### config.mk
export PLATFORM = sky130hd
export DESIGN_NAME = fa3_serial_add_ctrl
export DESIGN_NICKNAME = d
export VERILOG_FILES = /design/src/rtl/fa3_pkg.sv /design/src/rtl/add3_slice.sv /design/src/rtl/fa3_serial_add_ctrl.sv
export SDC_FILE = /design/constraint.sdc
export NUM_CORES = 1
export LEC_CHECK = 0
export BUFFER_PORTS_ARGS = -buffer_cell sky130_fd_sc_hd__buf_4
export CAP_MARGIN = 15
export CORE_ASPECT_RATIO = 1.1
export CORE_MARGIN = 10
export CORE_UTILIZATION = 52
export DETAILED_ROUTE_END_ITERATION = 8
export GPL_ROUTABILITY_DRIVEN = 0
export PLACE_DENSITY = 0.77
export SLEW_MARGIN = 20
export SYNTH_ARGS = -nofsm -noshare
export SYNTH_HDL_FRONTEND = slang
export SYNTH_HIERARCHICAL = 1
export SYNTH_SLANG_ARGS = --single-unit
### constraint.sdc
create_clock -name clk -period 3.25 [get_ports clk]
set_clock_uncertainty 0.05 [all_clocks]
set_input_delay 0.65 -clock clk [delete_from_list [all_inputs] [get_ports clk]]
set_output_delay 0.65 -clock clk [all_outputs]
set_load 0.01 [all_outputs]
### src/rtl/fa3_pkg.sv
// fa3_pkg: shared chunk width and FSM state encoding for the serial adder
package fa3_pkg;
  localparam int CHUNK_W = 3;
  typedef enum logic [1:0] {
    IDLE = 2'd0,
    RUN  = 2'd1,
    DONE = 2'd2
  } state_t;
endpackage

### src/rtl/add3_slice.sv
// add3_slice: combinational 3-bit full-adder slice reused for every chunk
module add3_slice
  import fa3_pkg::*;
(
  input  logic [CHUNK_W-1:0] a3,
  input  logic [CHUNK_W-1:0] b3,
  input  logic               ci,
  output logic [CHUNK_W-1:0] s3,
  output logic               co
);
  assign {co, s3} = {1'b0, a3} + {1'b0, b3} + {{CHUNK_W{1'b0}}, ci};
endmodule

### src/rtl/fa3_serial_add_ctrl.sv
// fa3_serial_add_ctrl: wide adder that reuses one 3-bit slice over NCHUNK cycles, LSB chunk first
module fa3_serial_add_ctrl
  import fa3_pkg::*;
#(
  parameter int NCHUNK = 4
) (
  input  logic                      clk,
  input  logic                      rst_n,
  input  logic                      in_valid,
  output logic                      in_ready,
  input  logic [CHUNK_W*NCHUNK-1:0] a,
  input  logic [CHUNK_W*NCHUNK-1:0] b,
  input  logic                      cin,
  output logic                      out_valid,
  input  logic                      out_ready,
  output logic [CHUNK_W*NCHUNK-1:0] sum,
  output logic                      cout,
  output logic                      busy
);
  localparam int W  = CHUNK_W * NCHUNK;
  localparam int CW = NCHUNK > 1 ? $clog2(NCHUNK) : 1;
  localparam int IW = $clog2(W);
  state_t             state;
  logic [W-1:0]       a_r, b_r, sum_r;
  logic               carry_r;
  logic [CW-1:0]      cnt;
  logic [IW-1:0]      base;
  logic [CHUNK_W-1:0] s3;
  logic               co;
  logic               last;
  assign base      = IW'(CHUNK_W * int'(cnt));
  assign last      = cnt == CW'(NCHUNK - 1);
  assign in_ready  = state == IDLE;
  assign out_valid = state == DONE;
  assign busy      = state == RUN;
  assign sum       = sum_r;
  assign cout      = carry_r;
  add3_slice u_slice (
    .a3(a_r[base +: CHUNK_W]),
    .b3(b_r[base +: CHUNK_W]),
    .ci(carry_r),
    .s3(s3),
    .co(co)
  );
  // accept operands, ripple one chunk per RUN cycle through carry_r, hold result until taken
  always_ff @(posedge clk or negedge rst_n) begin
    if (!rst_n) begin
      state   <= IDLE;
      a_r     <= '0;
      b_r     <= '0;
      sum_r   <= '0;
      carry_r <= 1'b0;
      cnt     <= '0;
    end else begin
      case (state)
        IDLE: if (in_valid) begin
          a_r     <= a;
          b_r     <= b;
          carry_r <= cin;
          cnt     <= '0;
          state   <= RUN;
        end
        RUN: begin
          sum_r[base +: CHUNK_W] <= s3;
          carry_r                <= co;
          cnt                    <= last ? '0 : cnt + 1'b1;
          if (last) state <= DONE;
        end
        DONE: if (out_ready) state <= IDLE;
        default: state <= IDLE;
      endcase
    end
  end
endmodule
After elaboration in Yosys (flattened, before gate mapping)
Index checks and enable logic that the tools add are counted.
- reduce and logical (&&, ||, !) cells: 5
- equal/unequal tests: 6
- muxes and demuxes: 10
- $add $sub $neg: 4
- shifts and indexed selects: 4
- multiply operators: 1
- operators by type and width (cell ; number):
    12-bit by 5-bit indexed part select with 3-bit output ; 2
    12-bit bitwise mux ; 1
    3-bit by 6-bit variable shift with 12-bit output (first input constant) ; 1
    3-bit by 6-bit indexed part select with 12-bit output ; 1
    2-bit two-way mux ; 5
    4-bit negator with 6-bit output ; 1
    2-bit case mux with 3 select lines ; 1
    3-bit by 3-bit adder with 4-bit output ; 1
    4-bit by 1-bit adder with 4-bit output ; 1
    2-bit == test (second input constant) ; 2
    2-bit by 2-bit multiplier with 4-bit output (first input constant) ; 1
    2-bit by 1-bit != test with 1-bit output (second input constant) ; 2
    2-bit case mux with 2 select lines ; 1
    2-bit AND reduction ; 2
    3-bit AND reduction ; 1
    2-bit by 1-bit adder with 2-bit output (second input constant) ; 1
    2-bit by 1-bit == test with 1-bit output (second input constant) ; 1
    2-bit zero test ; 1
    2-bit != test (second input constant) ; 1
    1-bit case mux with 2 select lines ; 1
    2-bit nonzero test ; 1
    1-bit two-way mux ; 1
- bits of input ports: 29
- flip-flop bits (word level): 41
- logic and storage cells: 36

Longest topological paths before layout
- depth in word-level cells: 6
- gate-level depth with buffers: 8

Cells and area by module
The synthesis kept the hierarchy.
- by module, submodules not included (module ; cells each ; times used ; sequential area each (µm²) ; area each (µm²)):
    fa3_serial_add_ctrl ; 141 ; 1 ; 1026.0 ; 1876.8
    add3_slice ; 15 ; 1 ; 0.0 ; 113.9

Worst setup path before layout
OpenSTA, ideal clock, no wires.
- kind: register to register
- from: register cnt[0]
- to: register sum_r[5] (netlist: sum[5])
- buffers on the path: 1
- arrival time: 2.292 ns
- stages on the path, launching flop included: 9
- required time: 3.117 ns
- clock period less this slack: 2.425 ns
- slack: 0.825 ns
- cells stage by stage: dfrtp_1 -> buf_2 -> mux4_2 -> inv_1 -> fa_1 -> fa_1 -> xnor2_1 -> nand3_1 -> o21ai_0
- longest elaborated chain between the ends: 6
- elaborated cells between the ends (all ways): 9
- those cells by class: 3 x add/sub; 1 x mul; 4 x shift; 1 x mux
- ends and longest elaborated chain (item ; line ; text):
    from (decl) ; fa3_serial_add_ctrl.sv:26 ; logic [CW-1:0] cnt;
    from (signal assigned) ; fa3_serial_add_ctrl.sv:66 ; cnt <= last ? '0 : cnt + 1'b1;
    2-bit by 2-bit multiplier with 4-bit output (*) ; fa3_serial_add_ctrl.sv:31 ; assign base = IW'(CHUNK_W * int'(cnt));
    12-bit by 5-bit indexed part select with 3-bit output (on tied branches) ; fa3_serial_add_ctrl.sv:39, fa3_serial_add_ctrl.sv:40 ;
    3-bit by 3-bit adder with 4-bit output (*) ; add3_slice.sv:11 ; assign {co, s3} = {1'b0, a3} + {1'b0, b3} + {{CHUNK_W{1'b0}}, ci};
    4-bit by 1-bit adder with 4-bit output (*) ; add3_slice.sv:11 ;
    named net s3[2] ; fa3_serial_add_ctrl.sv:28 ; logic [CHUNK_W-1:0] s3;
    3-bit by 6-bit indexed part select with 12-bit output (*) ; fa3_serial_add_ctrl.sv:64 ; sum_r[base +: CHUNK_W] <= s3;
    12-bit bitwise mux (*) ; fa3_serial_add_ctrl.sv:64 ;
    to (signal assigned) ; fa3_serial_add_ctrl.sv:51 ; sum_r <= '0;
    to (signal, indexed assignment) ; fa3_serial_add_ctrl.sv:64 ;
    to (decl) ; fa3_serial_add_ctrl.sv:24 ; logic [W-1:0] a_r, b_r, sum_r;
The timed path passes the listed nets; every way through them passes the cells marked *.
A chain may end at the register's enable or synchronous reset.

Worst setup path after layout
Ends and elaborated chain as after synthesis.

==> reports/metrics.yaml <==
routing:
  viasPerCell: 5.42
  firstDrtPassIters: 4
  antenna_left: 0
  wirelength_um: 4310
  drt_iter0_markers: 99
  drcViolationCount: 0
  detailroute.via_count: 1372
  avgRoutedWirePerCell_um: 17.0
final_layout:
  drive_gt1_share_pct: 32.5
  fin_util_pct: 67.5
  area.growth.synth_to_final_pct: 24.0
  diodes: 0
  nNetsFinal: 241
critical_path:
  crit_fanout: 10
  crit_slowest_cell: "dfrtp_1"
  end_kind: "flop"
  r2r_cells: 7
  crit_type: "flop to flop"
  worstPathRequired_ns: 3.42
  startpoint_type: "flop"
  crit_top_cell: "fa_1"
  slowest_delay_ns: 0.51
  path_cells: "mux4_2, inv_1, fa_1, fa_1, xnor2_1, nand3_1, o21ai_0"
  arrival_ns: 2.85
grt:
  antenna_found_initial: 0
  groute.usage.overall_pct: 13.8
  globalRouteOverflowTotal: 0
  grt_max_degree: 42
  grt_pass1_wl_um: 7420
  grt_pass1_vias: 1584
logic_synthesis:
  synth_top_family_by_area: "multiplexers"
  ys_ff_latch: 41
  netlist_area_um2: 1990
  synth_mux_area_share_pct: 20.4
  synth_ff_type: "dfrtp_1"
  synth_cell_types: 28
  synth-seq-area-share_pct: 51.5
  synthSimpleGateAreaFrac_pct: 9.11
  yosys_warnings: 6
  netlist_instances: 156
  synth-xor-area-share_pct: 0.440
  synth_compound_area_share_pct: 7.10
  synth_adder_area_share_pct: 7.04
  synth_nets: 195
  synth_area_leader_cell: "dfrtp_1"
  synth_edf_count: 0
  synthTopCellsByArea: "dfrtp_1, mux2_1, mux4_2, ha_1, mux2_2"
  synth_common_cells: "dfrtp_1, mux2_1, nand2_1"
  synth_top_area_share_pct: 51.5
  avgSynthCellArea_um2: 12.8
  ys_async_sr_fraction_pct: 100
  yosysMostFrequentCell: "dfrtp_1"
die:
  rows: 23
  initial_core_util_pct: 54.5
  core-area_um2: 3650
  die_area_um2: 6710
  die_h_um: 84.9
  io_pins: 45
  die_w_um: 79.0
pwr:
  power_density_nw_per_um2: 1070
  clkPwrFrac_pct: 16.0
  p_leak_nw: 1.14
  sw_frac_of_total_pct: 39.8
  switchingPower_mw: 1.05
  combPwrFrac_pct: 49.3
  seqPwrFrac_pct: 34.7
  peakVddDrop_uv: 517
  internal_power_mw: 1.58
run_status:
  status: "finished, final reports clean"
job:
  max_cap_violations: 0
sta:
  rsz0062_at_grt: "no"
  fin_crit_ns: 2.69
  fin_crit_sh_pct: 82.6
  worst_pin_slew_ns: 0.503
  setup_violations: 0
  slew_headroom_pct: 66.4
  max_freq_ghz: 0.372
  fin_tns_setup_ns: 0
  hold_viol: 0
  slew_viol_final: 0
clocking:
  clockBufferDepth: 2
  cts_root_buf: "clkbuf_8"
  ctsHoldBuffers: 0
  cts_setup_buffers: 0
  clock_sinks: 41
  cts_resized: 0
  cts_htree_levels: 2
  numCtsBuffers: 5
  cts_tree: "done"
  cts.clk_slew.worst_paths_ns: 0.08
  clk_latency_ns: 0.30
min_path:
  min_path_type: "input port to asynchronous set/reset pin"
placement:
  placement.io_buffers: 44
  hpwlAfterDp_um: 3370
==> per-stage QoR <==
stage / setup WS (ns) / cells / cell area [µm²] / total power, mW / hold WS [ns]
after floorplan: 0.825 / 156 / 1990 / 1.83 / 0.304
after global placement: 0.775 / 245 / 2350 / 2.14 / 0.415
after detailed placement: 0.607 / 245 / 2350 / 2.23 / 0.426
after CTS: 0.602 / 253 / 2470 / 2.65 / 0.286
after global routing: 0.489 / 253 / 2470 / 2.86 / 0.302
final: 0.564 / 253 / 2470 / 2.63 / 0.268
==> worst max-delay path, delay by kind of cell (launching register included) <==
family,cells,cell delay [ns]
XOR/XNOR,1,0.37
AO/OA/AOI/OAI,1,0.19
adder cells (fa/ha/maj),2,0.88
multiplexers,1,0.40
buffers and inverters,1,0.06
AND/OR/NAND/NOR,1,0.15
flip-flops,1,0.51
==> metal layers <==
layer / track usage [%] / share of wire (%) / vias to the layer above
met1: 14.1 / 38 / 670
li1: - / - / 641
met3: 5.06 / 6.1 / 12
met2: 24.5 / 54 / 49
met5: 0 / 0 / -
met4: 5.87 / 2.4 / 0
==> registers in the layout, summed over array words and instances (netlist names) <==
register,flops
sum,12
b_r,12
cout,1
a_r,12
state,2
cnt,2
==> worst paths after layout <==
| path | to | slack, ns | start |
|---|---|---|---|
| min reg2reg | sum[0]$_DFFE_PN0P_ | 0.44 | sum[0]$_DFFE_PN0P_ |
| min in group clk | sum[0]$_DFFE_PN0P_ | 0.44 | sum[0]$_DFFE_PN0P_ |
| min | sum[6]$_DFFE_PN0P_ | 0.27 | rst_n |
| max in group asynchronous | a_r[9]$_DFFE_PN0P_ | 2.53 | rst_n |
| max reg2reg | sum[5]$_DFFE_PN0P_ | 0.56 | cnt[0]$_DFFE_PN0P_ |
| max | sum[5]$_DFFE_PN0P_ | 0.56 | cnt[0]$_DFFE_PN0P_ |
==> placed cells by master, fill, tap and decap left out, types with 3 or more instances in the layout <==
cell,synthesis,final
dfrtp_1,41,41
buf_4,0,46
nand2_1,15,15
ha_1,8,8
inv_1,11,11
clkbuf_8,0,6
nor2_1,3,3
o2bb2ai_1,6,6
o21ai_0,7,7
nand3_1,9,9
mux2_1,18,18
mux2_2,6,6
mux4_2,6,6
==> logic make-up after synthesis <==
family                   Yosys count
flip-flops                        41
AND/OR/NAND/NOR                   35
multiplexers                      30
AO/OA/AOI/OAI                     21
buffers and inverters             18
adder cells (fa/ha/maj)           10
XOR/XNOR                           1
==> cell type report <==
cell class              instances  area, µm²
fillers                       276       1190
flip-flops and latches         41       1030
multi-input cells              97        877
repair buffers                 46        345
clock buffers                   7       86.3
well taps                      50       62.6
inverters                      11       41.3
clock inverters                 1       30.0
==> power groups by stage <==
stage               Combinational [mW]  Sequential [mW]  Clock [mW]
CTS                               1.30            0.919       0.428
global placement                  1.23            0.910           0
floorplan                        0.978            0.848           0
detailed placement                1.30            0.930           0
finish                            1.30            0.914       0.423
global route                      1.46            0.945       0.460
Note: power is estimated with default switching activity, not from simulation.
